File: src/rtl/obj_fetch_scheduler_pkg.sv
// rtl/obj_fetch_scheduler_pkg.sv - shared types for the object fetch scheduler (package render_pkg)
package render_pkg;

  localparam int DEF_FACET_ADDR_W = 12;

  typedef enum logic [2:0] {
    IDLE,
    LOOKUP,
    ISSUE,
    WAIT,
    DONE
  } sched_state_t;

  typedef struct packed {
    logic [DEF_FACET_ADDR_W-1:0] base;
    logic [DEF_FACET_ADDR_W-1:0] count;
  } obj_desc_t;

endpackage

File: src/rtl/obj_fetch_scheduler_if.sv
// rtl/obj_fetch_scheduler_if.sv - request/triangle bus between scheduler (master) and fetch engine (slave)
interface obj_fetch_scheduler_if #(
  parameter int FACET_ADDR_W = 12
);
  logic                    req_valid_out;
  logic                    req_ready_in;
  logic [FACET_ADDR_W-1:0] req_base_out;
  logic [FACET_ADDR_W-1:0] req_count_out;
  logic                    tri_valid_in;
  logic                    fetch_done_in;

  modport master (
    output req_valid_out, req_base_out, req_count_out,
    input  req_ready_in, tri_valid_in, fetch_done_in
  );

  modport slave (
    input  req_valid_out, req_base_out, req_count_out,
    output req_ready_in, tri_valid_in, fetch_done_in
  );
endinterface

File: src/rtl/obj_fetch_scheduler_desc_table.sv
// rtl/obj_fetch_scheduler_desc_table.sv - object descriptor register file, one write port, async read
module obj_desc_table #(
  parameter int NUM_OBJECTS  = 8,
  parameter int FACET_ADDR_W = 12
) (
  input  logic                           clk_in,
  input  logic                           rst_n_in,
  input  logic                           i_wr_en,
  input  logic [$clog2(NUM_OBJECTS)-1:0] i_wr_idx,
  input  logic [FACET_ADDR_W-1:0]        i_wr_base,
  input  logic [FACET_ADDR_W-1:0]        i_wr_count,
  input  logic [$clog2(NUM_OBJECTS)-1:0] i_rd_idx,
  output logic [FACET_ADDR_W-1:0]        o_rd_base,
  output logic [FACET_ADDR_W-1:0]        o_rd_count
);

  logic [FACET_ADDR_W-1:0] r_base  [NUM_OBJECTS];
  logic [FACET_ADDR_W-1:0] r_count [NUM_OBJECTS];

  always_ff @(posedge clk_in or negedge rst_n_in) begin
    if (!rst_n_in) begin
      for (int i = 0; i < NUM_OBJECTS; i++) begin
        r_base[i]  <= '0;
        r_count[i] <= '0;
      end
    end else if (i_wr_en) begin
      r_base[i_wr_idx]  <= i_wr_base;
      r_count[i_wr_idx] <= i_wr_count;
    end
  end

  assign o_rd_base  = r_base[i_rd_idx];
  assign o_rd_count = r_count[i_rd_idx];

endmodule

File: src/rtl/obj_fetch_scheduler.sv
// rtl/obj_fetch_scheduler.sv - frame scheduler sequencing the fetch engine over every enabled object
// Optional SCHED_WATCHDOG_EN adds a per-object ISSUE/WAIT timeout and the wdog_err_out port.
module obj_fetch_scheduler
  import render_pkg::*;
#(
  parameter int NUM_OBJECTS  = 8,
  parameter int FACET_ADDR_W = DEF_FACET_ADDR_W
`ifdef SCHED_WATCHDOG_EN
  ,
  parameter int WDOG_CYCLES  = 4096
`endif
) (
  input  logic                           clk_in,
  input  logic                           rst_n_in,
  input  logic                           frame_start_in,
  input  logic                           cfg_we_in,
  input  logic [$clog2(NUM_OBJECTS)-1:0] cfg_idx_in,
  input  logic [FACET_ADDR_W-1:0]        cfg_base_in,
  input  logic [FACET_ADDR_W-1:0]        cfg_count_in,
  obj_fetch_scheduler_if.master          fetch_if,
  output logic [$clog2(NUM_OBJECTS)-1:0] obj_idx_out,
  output logic                           busy_out,
  output logic                           frame_done_out,
`ifdef SCHED_WATCHDOG_EN
  output logic                           wdog_err_out,
`endif
  output logic                           err_out
);

  localparam int               IDX_W    = $clog2(NUM_OBJECTS);
  localparam logic [IDX_W-1:0] LAST_IDX = IDX_W'(NUM_OBJECTS - 1);

  sched_state_t            r_state;
  logic [IDX_W-1:0]        r_obj_idx;
  logic                    r_busy;
  logic                    r_frame_done;
  logic                    r_err;
  logic                    r_req_valid;
  logic [FACET_ADDR_W-1:0] r_req_base;
  logic [FACET_ADDR_W-1:0] r_req_count;
  logic [FACET_ADDR_W-1:0] r_tri_cnt;

  logic                    w_cfg_we;
  logic                    w_last;
  logic                    w_wdog_fire;
  logic                    w_obj_end;
  logic [FACET_ADDR_W-1:0] w_rd_base;
  logic [FACET_ADDR_W-1:0] w_rd_count;
  logic [FACET_ADDR_W-1:0] w_tri_next;

  // Table only changes between passes so a frame sees one consistent snapshot.
  assign w_cfg_we = cfg_we_in && (r_state == IDLE);

  obj_desc_table #(
    .NUM_OBJECTS  (NUM_OBJECTS),
    .FACET_ADDR_W (FACET_ADDR_W)
  ) u_desc_table (
    .clk_in     (clk_in),
    .rst_n_in   (rst_n_in),
    .i_wr_en    (w_cfg_we),
    .i_wr_idx   (cfg_idx_in),
    .i_wr_base  (cfg_base_in),
    .i_wr_count (cfg_count_in),
    .i_rd_idx   (r_obj_idx),
    .o_rd_base  (w_rd_base),
    .o_rd_count (w_rd_count)
  );

  assign w_last     = (r_obj_idx == LAST_IDX);
  assign w_tri_next = (fetch_if.tri_valid_in && (r_tri_cnt != '1)) ? r_tri_cnt + 1'b1 : r_tri_cnt;
  assign w_obj_end  = w_wdog_fire || ((r_state == WAIT) && fetch_if.fetch_done_in);

`ifdef SCHED_WATCHDOG_EN
  localparam int WDOG_W = $clog2(WDOG_CYCLES + 1);

  logic [WDOG_W-1:0] r_wdog_cnt;
  logic              r_wdog_err;

  assign w_wdog_fire = ((r_state == ISSUE) || (r_state == WAIT)) &&
                       (r_wdog_cnt == WDOG_W'(WDOG_CYCLES - 1));

  // Counter is zero whenever outside ISSUE/WAIT, so each new object starts fresh.
  always_ff @(posedge clk_in or negedge rst_n_in) begin
    if (!rst_n_in) begin
      r_wdog_cnt <= '0;
      r_wdog_err <= 1'b0;
    end else begin
      if ((r_state == ISSUE) || (r_state == WAIT)) r_wdog_cnt <= r_wdog_cnt + 1'b1;
      else                                         r_wdog_cnt <= '0;
      if ((r_state == IDLE) && frame_start_in) r_wdog_err <= 1'b0;
      else if (w_wdog_fire)                     r_wdog_err <= 1'b1;
    end
  end

  assign wdog_err_out = r_wdog_err;
`else
  assign w_wdog_fire = 1'b0;
`endif

  always_ff @(posedge clk_in or negedge rst_n_in) begin
    if (!rst_n_in) begin
      r_state      <= IDLE;
      r_obj_idx    <= '0;
      r_busy       <= 1'b0;
      r_frame_done <= 1'b0;
      r_err        <= 1'b0;
      r_req_valid  <= 1'b0;
      r_req_base   <= '0;
      r_req_count  <= '0;
      r_tri_cnt    <= '0;
    end else begin
      r_frame_done <= 1'b0;
      case (r_state)
        IDLE: begin
          if (frame_start_in) begin
            r_state   <= LOOKUP;
            r_obj_idx <= '0;
            r_busy    <= 1'b1;
            r_err     <= 1'b0;
          end
        end
        LOOKUP: begin
          if (w_rd_count == '0) begin
            if (w_last) begin
              r_state      <= DONE;
              r_frame_done <= 1'b1;
            end else begin
              r_obj_idx <= r_obj_idx + 1'b1;
            end
          end else begin
            r_req_base  <= w_rd_base;
            r_req_count <= w_rd_count;
            r_req_valid <= 1'b1;
            r_state     <= ISSUE;
          end
        end
        ISSUE: begin
          if (fetch_if.req_ready_in || w_wdog_fire) r_req_valid <= 1'b0;
          if (fetch_if.req_ready_in) begin
            r_tri_cnt <= '0;
            r_state   <= WAIT;
          end
        end
        WAIT: begin
          r_tri_cnt <= w_tri_next;
          if (fetch_if.fetch_done_in && (w_tri_next != r_req_count)) r_err <= 1'b1;
        end
        DONE: begin
          r_busy  <= 1'b0;
          r_state <= IDLE;
        end
        default: r_state <= IDLE;
      endcase

      if (w_wdog_fire) r_err <= 1'b1;

      // Common advance for a finished (or timed-out) object; overrides the case above.
      if (w_obj_end) begin
        if (w_last) begin
          r_state      <= DONE;
          r_frame_done <= 1'b1;
        end else begin
          r_obj_idx <= r_obj_idx + 1'b1;
          r_state   <= LOOKUP;
        end
      end
    end
  end

  assign fetch_if.req_valid_out = r_req_valid;
  assign fetch_if.req_base_out  = r_req_base;
  assign fetch_if.req_count_out = r_req_count;
  assign obj_idx_out            = r_obj_idx;
  assign busy_out               = r_busy;
  assign frame_done_out         = r_frame_done;
  assign err_out                = r_err;

endmodule

File: src/flat_wrapper.sv
// flat-port wrapper written by rule: the top's interface ports become plain ports
module obj_fetch_scheduler_flat import render_pkg::*;
#(
  parameter int NUM_OBJECTS  = 8,
  parameter int FACET_ADDR_W = DEF_FACET_ADDR_W

)
  (clk_in, rst_n_in, frame_start_in, cfg_we_in, cfg_idx_in, cfg_base_in, cfg_count_in, obj_idx_out, busy_out, frame_done_out, err_out, fetch_if_req_valid_out, fetch_if_req_base_out, fetch_if_req_count_out, fetch_if_req_ready_in, fetch_if_tri_valid_in, fetch_if_fetch_done_in);
  obj_fetch_scheduler_if #(.FACET_ADDR_W(FACET_ADDR_W)) fetch_if_i ();
  input  logic clk_in;
  input  logic rst_n_in;
  input  logic frame_start_in;
  input  logic cfg_we_in;
  input  logic [$clog2(NUM_OBJECTS)-1:0] cfg_idx_in;
  input  logic [FACET_ADDR_W-1:0] cfg_base_in;
  input  logic [FACET_ADDR_W-1:0] cfg_count_in;
  output logic [$clog2(NUM_OBJECTS)-1:0] obj_idx_out;
  output logic busy_out;
  output logic frame_done_out;
  output logic err_out;
  output wire logic [$bits(fetch_if_i.req_valid_out)-1:0] fetch_if_req_valid_out;
  output wire logic [$bits(fetch_if_i.req_base_out)-1:0] fetch_if_req_base_out;
  output wire logic [$bits(fetch_if_i.req_count_out)-1:0] fetch_if_req_count_out;
  input wire logic [$bits(fetch_if_i.req_ready_in)-1:0] fetch_if_req_ready_in;
  input wire logic [$bits(fetch_if_i.tri_valid_in)-1:0] fetch_if_tri_valid_in;
  input wire logic [$bits(fetch_if_i.fetch_done_in)-1:0] fetch_if_fetch_done_in;
  assign fetch_if_req_valid_out = fetch_if_i.req_valid_out;
  assign fetch_if_req_base_out = fetch_if_i.req_base_out;
  assign fetch_if_req_count_out = fetch_if_i.req_count_out;
  assign fetch_if_i.req_ready_in = fetch_if_req_ready_in;
  assign fetch_if_i.tri_valid_in = fetch_if_tri_valid_in;
  assign fetch_if_i.fetch_done_in = fetch_if_fetch_done_in;
  obj_fetch_scheduler #(.NUM_OBJECTS(NUM_OBJECTS), .FACET_ADDR_W(FACET_ADDR_W)) u_core (.clk_in(clk_in), .rst_n_in(rst_n_in), .frame_start_in(frame_start_in), .cfg_we_in(cfg_we_in), .cfg_idx_in(cfg_idx_in), .cfg_base_in(cfg_base_in), .cfg_count_in(cfg_count_in), .fetch_if(fetch_if_i), .obj_idx_out(obj_idx_out), .busy_out(busy_out), .frame_done_out(frame_done_out), .err_out(err_out));
endmodule
File: config.mk
export PLATFORM = sky130hd
export DESIGN_NAME = obj_fetch_scheduler_flat
export DESIGN_NICKNAME = d
export VERILOG_FILES = /design/src/rtl/obj_fetch_scheduler_pkg.sv /design/src/rtl/obj_fetch_scheduler_if.sv /design/src/rtl/obj_fetch_scheduler_desc_table.sv /design/src/rtl/obj_fetch_scheduler.sv /design/src/flat_wrapper.sv
export SDC_FILE = /design/constraint.sdc
export NUM_CORES = 1
export LEC_CHECK = 0
export ABC_AREA = 1
export CAP_MARGIN = 30
export CORE_MARGIN = 3
export CORE_UTILIZATION = 57
export DETAILED_ROUTE_END_ITERATION = 10
export PLACE_DENSITY = 0.77
export SYNTH_ARGS = -nofsm -noshare
export SYNTH_HDL_FRONTEND = slang
export SYNTH_SLANG_ARGS = --single-unit
File: constraint.sdc
create_clock -name clk_in -period 2.4 [get_ports clk_in]
set_input_delay 0.48 -clock clk_in [delete_from_list [all_inputs] [get_ports clk_in]]
set_output_delay 0.48 -clock clk_in [all_outputs]
set_load 0.005 [all_outputs]
# [Word level (Yosys, flattened, before mapping)]
# Index checks and enable logic that the tools add are counted.
# W data, S select, Z words.
[totals] elab_cells=104 input_bits=34 ff_bits=238 output_inout_bits=31
[classes] eq_ne=15 n_mux=39 magnitude_cmp=3 n_addsub=2 reduce_logical=17 bitwise_logic=3
[op_table] op="$bwmux W96" count=2
[op_table] op="$mux W12" count=7
[op_table] op="$bmux W12 S3" count=2
[op_table] op="$demux W12 S3" count=1
[op_table] op="$mux W3" count=11
[op_table] op="$pmux W12 S2" count=1
[op_table] op="$add A12 B1 Y12 const B" count=1
[op_table] op="$logic_not A12 Y1" count=1
[op_table] op="$ne A12 B12 Y1" count=1
[op_table] op="$ne A12 B12 Y1 const B" count=1
[op_table] op="$pmux W3 S4" count=1
[op_table] op="$mux W1" count=10
[op_table] op="$ge A4 B4 Y1 const B" count=2
[op_table] op="$ne A2 B2 Y1 const B" count=4
[op_table] op="$not A3 Y4" count=2
[op_table] op="$reduce_bool A2 Y1" count=4
[op_table] op="$eq A3 B2 Y1 const B" count=2
[op_table] op="$eq A3 B3 Y1 const B" count=2
[op_table] op="$ne A3 B2 Y1 const B" count=2
[op_table] op="$pmux W1 S2" count=3
[op_table] op="$pmux W3 S2" count=1
[op_table] op="$reduce_and A2 Y1" count=3
[op_table] op="$reduce_and A3 Y1" count=2
[op_table] op="$logic_and A1 B1 Y1" count=5
[op_table] op="8 further kinds" count=8

# [Depth between registers and ports, before layout]
[logic_depth] depth_word=9 mapped_depth=18 depth_no_buf=18

# [Cells and area by module]
# Synthesis repeated with hierarchy kept, for this count alone.
[unflattened] hier_cells=1642 hier_area_um2=12226.7
[modules_own_cells] mod="obj_desc_table" area_each_um2=9606.7 seq_area_each_um2=4804.6 n_inst=1 cells_each=1296
[modules_own_cells] mod="obj_fetch_scheduler" area_each_um2=2620.0 seq_area_each_um2=1151.1 n_inst=1 cells_each=346

# [Worst setup path after synthesis]
# No wires, ideal clock.
[synth_timing] path_kind="register to register" startpoint="register u_core.r_tri_cnt[0]" endpoint="register u_core.r_err (netlist: u_core.err_out)" path_slack_ns=0.521 path_stages_with_launch=19 period_less_slack_ns=1.879 required_time_ns=2.283 path_buffers=0 setup_time_ns=0.117 arrival_time_ns=1.762 cell_sequence="dfrtp_1 -> ha_1 -> nand2_1 -> nor2_1 -> nand3_1 -> nand2_2 -> inv_2 -> nand2_1 -> nand2_1 -> nand2_1 -> nand2_1 -> nand2_1 -> nor2_1 -> nand3_1 -> nand2_1 -> nand2_1 -> nand2_1 -> nand2_1 -> nand2_1"
[synth_via] elab_chain_len=7 elab_cells_between_ends=8 classes_between="add/sub: 1; eq/ne: 3; mux: 1; reduce/logical: 3"
[synth_lines] element="start: declaration" line_no="obj_fetch_scheduler.sv:41" text="logic [FACET_ADDR_W-1:0] r_tri_cnt;"
[synth_lines] element="start signal: assignment" line_no="obj_fetch_scheduler.sv:145" text="r_tri_cnt <= w_tri_next;"
[synth_lines] element="branches (longest 2 deep; another with $add A12 B1 Y12)"
[synth_lines] element="$mux W12 (*)" line_no="obj_fetch_scheduler.sv:70" text="assign w_tri_next = (fetch_if.tri_valid_in && (r_tri_cnt != '1)) ? r_tri_cnt + 1'b1 : r_tri_cnt;"
[synth_lines] element="$ne A12 B12 Y1 (*)" line_no="obj_fetch_scheduler.sv:146" text="if (fetch_if.fetch_done_in && (w_tri_next != r_req_count)) r_err <= 1'b1;"
[synth_lines] element="$logic_and A1 B1 Y1 (*)" line_no="obj_fetch_scheduler.sv:146"
[synth_lines] element="$ne A2 B2 Y1 (no source line) (*)"
[synth_lines] element="$reduce_and A3 Y1 (no source line) (*)"
[synth_lines] element="end signal: assignment" line_no="obj_fetch_scheduler.sv:119" text="r_err <= 1'b0;"
[synth_lines] element="end signal: assignment" line_no="obj_fetch_scheduler.sv:146"
[synth_lines] element="end signal: assignment" line_no="obj_fetch_scheduler.sv:155" text="if (w_wdog_fire) r_err <= 1'b1;"
[synth_lines] element="end: declaration" line_no="obj_fetch_scheduler.sv:37" text="logic r_err;"
# Every way passes the cells marked *.
# A chain may end at the register's enable or synchronous reset.

# [Final worst setup path]
[layout_timing] startpoint="register u_core.r_obj_idx[1] (netlist: u_core.obj_idx_out[1])" endpoint="output port obj_idx_out[1]"
[layout_rtl] element="start: declaration" line_no="obj_fetch_scheduler.sv:34" text="logic [IDX_W-1:0] r_obj_idx;"
[layout_rtl] element="start signal: assignment" line_no="obj_fetch_scheduler.sv:128" text="r_obj_idx <= r_obj_idx + 1'b1;"
[layout_rtl] element="start signal: assignment" line_no="obj_fetch_scheduler.sv:163" text="r_obj_idx <= r_obj_idx + 1'b1;"
[layout_rtl] element="end: declaration" line_no="flat_wrapper.sv:17" text="output logic [$clog2(NUM_OBJECTS)-1:0] obj_idx_out;"
# No word-level cell between the ends.

==> out/summary.log <==
qor: critical_path.worstSetupEndpointType output pin
qor: route.wl_cell 16.4 um
qor: sta.finalHoldWorstSlack 481 ps
qor: critical_path.endpoint obj_idx_out[1]
qor: clock_network.clk_path_buf_depth 3
qor: pwr.p_seq_share 40.5%
qor: placement.portBuffers 64
qor: critical_path.crit_path_max_fanout 16
qor: placement.detailed_place_hpwl 17500 um
qor: grt.grt_pass1_vias 9151
qor: yosys.synth_cell_type_count 32
qor: floorplan.boundaryPins 65
qor: sta.clock-skew-final 13.8 ps
qor: yosys.yosys_warnings 0
qor: pwr.cellPowerDensity 1300 mW/mm2
qor: grt.grt_max_degree 62
qor: floorplan.floorplan.core_area 0.0191 mm2
qor: route.drc 0
qor: pwr.power 17.1 mW
qor: yosys.asyncSetResetFlopFracSynth 100%
qor: critical_path.crit_top_cell sky130_fd_sc_hd__buf_6
qor: route.detailroute.via_count 9758
qor: critical_path.timing.reg2reg.setup_slack 140 ps
qor: final_layout.post-route-cell-area 0.0132 mm2
qor: critical_path.critical_path.startpoint u_core.obj_idx_out[1]
qor: pwr.netSwitchingPower 6.49 mW
qor: sta.post-route-min-period 2360 ps
qor: placement.placed_cell_area 0.0124 mm2
qor: floorplan.floorplan.die.height 147 um
qor: route.first_pass_iters 5
qor: final_layout.final_common_cell sky130_fd_sc_hd__nand2_1
qor: yosys.yosys_register_bits 238
qor: yosys.syn_nets 1447
qor: critical_path.worstReg2RegEnd u_core.u_desc_table.r_count[45]
qor: final_layout.layout.cells.most_common_list 259 x sky130_fd_sc_hd__nand2_1, 236 x sky130_fd_sc_hd__dfrtp_1, 180 x sky130_fd_sc_hd__o21ai_0
qor: clock_network.tritoncts_clock_tree built
qor: pwr.internal-power 10.7 mW
qor: critical_path.path_buf_inv 3
qor: yosys.post_synth_top_flop sky130_fd_sc_hd__dfrtp_1
qor: clock_network.worst_setup_hold_path_clk_slew 60 ps
qor: grt.grt_first_pass_wirelength 46500 um
qor: pwr.vdd.ir_drop.worst 0.595 mV
qor: final_layout.num_antenna_cells 0
qor: critical_path.path_depth 3
qor: final_layout.flow.area_growth_from_synthesis 17.4%
qor: pwr.power.clock.fraction 20.6%
qor: critical_path.critical_path.slowest_cell sky130_fd_sc_hd__clkdlybuf4s50_1
qor: critical_path.cp-start-kind flop
qor: clock_network.cts-buffers-inserted 25
qor: sta.worstMarginPinSlew 610 ps
qor: outcome.status completed
qor: final_layout.share_of_layout_cells_above_drive_strength_1 7.34%
qor: flow_run.maxCapViolCount 0
qor: critical_path.critical_path_s_largest_stage_delay 520 ps
qor: placement.place_congestion 0.905
qor: yosys.synth_cells 1409
qor: pwr.switching_share 37.8%
qor: clock_network.tritoncts_sink_count 238
qor: final_layout.final_net_count 1498
qor: route.vias_per_cell 5.63
qor: route.detail_route.wirelength 28400 um
qor: floorplan.initial_utilization 59.0%
qor: critical_path.path_cells buf_6 > buf_6 > clkdlybuf4s50_1
qor: yosys.mappedNetlistArea 0.0113 mm2
qor: sta.finalSetupViolations 0
qor: critical_path.critPathRequiredTime 1920 ps
qor: grt.globalRoute.totalOverflow 0
qor: clock_network.ctsRootBufferMaster sky130_fd_sc_hd__clkbuf_16
qor: sta.fmax 0.425 GHz
qor: sta.tns 0 ps
qor: grt.grt_antenna_before_repair 0
qor: yosys.avgSynthCellArea 7.99 um2
qor: sta.final-hold-violation-count 0
qor: route.drtAntennaViolNets 0
qor: critical_path.gate_family_responsible_for_the_most_delay_along_the_worst_path buffers and inverters
qor: sta.final_max_slew_viol_count 0
qor: floorplan.chipWidth 147 um
qor: critical_path.r2r-start u_core.r_state[1]
qor: clock_network.clkLatencyLatePin 520 ps
qor: final_layout.final_util 69.3%
qor: route.drt-initial-drc-count 831
qor: yosys.number_of_enable_flip_flop_cells_after_synthesis 0
qor: sta.timing.slew.headroom 59.3%
qor: yosys.ys_seq_area_share 52.9%
qor: pwr.combPwrFrac 38.9%
qor: sta.final.period_utilization 98.1%
qor: worst_hold_path.holdCritPathClass reg -> reg
qor: floorplan.core.rowCount 50
qor: clock_network.ctsHtreeMaxLevel 1
qor: pwr.p_leak 6.04 nW
qor: grt.global_route.usage.total 26.1%
qor: critical_path.reg2regPathDepth 8
qor: critical_path.worst_path_arrival 1880 ps
qor: critical_path.timing_worst_setup_path_type reg -> out
qor: floorplan.die_outline_area 0.0215 mm2
[power groups by stage]
stage	sequential (mW)	combinational, mW	clock (mW)
finish	6.94	6.68	3.53
detailed placement	6.94	6.37	0
floorplan	6.70	4.38	0
global placement	6.87	6.18	0
global route	7.13	7.60	3.74
CTS	6.89	6.47	3.57
[routing by layer]
| layer | part of all wire (%) | wire length [um] | vias up | GRT usage [%] |
|---|---|---|---|---|
| li1 | - | - | 4712 | - |
| met1 | 45 | 12600 | 4663 | 38.5 |
| met2 | 47 | 13200 | 335 | 41.0 |
| met3 | 7.1 | 2030 | 48 | 4.22 |
| met4 | 1.8 | 508 | 0 | 6.35 |
| met5 | 0 | 0 | - | 0 |
[worst reg2reg max path, delay by kind of cell (launching register included)]
kind,cells,cell delay (ps)
compound gates,1,140
simple gates,5,1140
flops,1,450
buf+inv,2,440
[worst min-delay path by stage]
stage / startpoint / to / slack (ps) / cells after the start
final: u_core.u_desc_table.r_count[68] / u_core.u_desc_table.r_count[68] / 480 / 2
after global routing: u_core.u_desc_table.r_count[68] / u_core.u_desc_table.r_count[68] / 500 / 2
after CTS: u_core.fetch_if.req_valid_out / u_core.fetch_if.req_valid_out / 480 / 2
after detailed placement: rst_n_in / u_core.fetch_if.req_base_out[9] / 440 / 1
after global placement: rst_n_in / u_core.fetch_if.req_base_out[3] / 450 / 1
after floorplan: rst_n_in / u_core.busy_out / 180 / 0
[metrics by stage]
| stage | std cells | setup WS (ps) |
|---|---|---|
| after detailed placement | 1689 | 111 |
| after global routing | 1732 | -7.59 |
| after floorplan | 1409 | 521 |
| final | 1732 | 44.6 |
| after global placement | 1689 | 124 |
| after CTS | 1729 | 42.1 |
[cells by family after synthesis]
kind of cell | Yosys count | share of synthesized area [%]
buffers and inverters | 243 | 9.00
adder cells (fa/ha/maj) | 4 | 0.444
AND/OR/NAND/NOR | 487 | 17.8
flip-flops | 238 | 52.9
AO/OA/AOI/OAI | 433 | 19.6
XOR/XNOR | 4 | 0.311
[cell usage after synthesis (all sizes together) (3+ instances only)]
cell,count,share of area [%]
a21oi,164,7.3
a31oi,3,0.17
buf,55,2.7
clkbuf,28,0.93
dfrtp,238,53
ha,4,0.44
inv,159,5.3
nand2,262,8.8
nand3,71,3.2
nand3b,3,0.20
nand4,7,0.39
nor2,132,4.4
nor3,4,0.28
nor4,7,0.39
o211ai,9,0.60
o21ai,249,11
o22ai,8,0.44
[sequential cells by signal, summed over array words and instances (netlist names), 3 cells and up]
register and cells:
u_core.u_desc_table.r_count 96, u_core.obj_idx_out 3, u_core.u_desc_table.r_base 96, u_core.r_state 3
u_core.fetch_if.req_count_out 12, u_core.fetch_if.req_base_out 12, u_core.r_tri_cnt 12
[timing repair]
item                                    CTS  global route
hold buffers                              1             0
endpoints found under the setup margin    2            99
resized for setup                         3            14
pin swaps                                 0             2
setup buffers                             0             2
gates cloned                              0             1
hold endpoints to repair                 52             0
[final cells by class]
cell class,instances,area (um2)
clock buffers,35,713
clock inverters,4,20.0
fillers,1479,5860
inverters,160,603
multi-input cells,928,4390
flip-flops and latches,238,5960
well taps,260,325
repair buffers,107,1210
(Power assumes the default switching activity.)
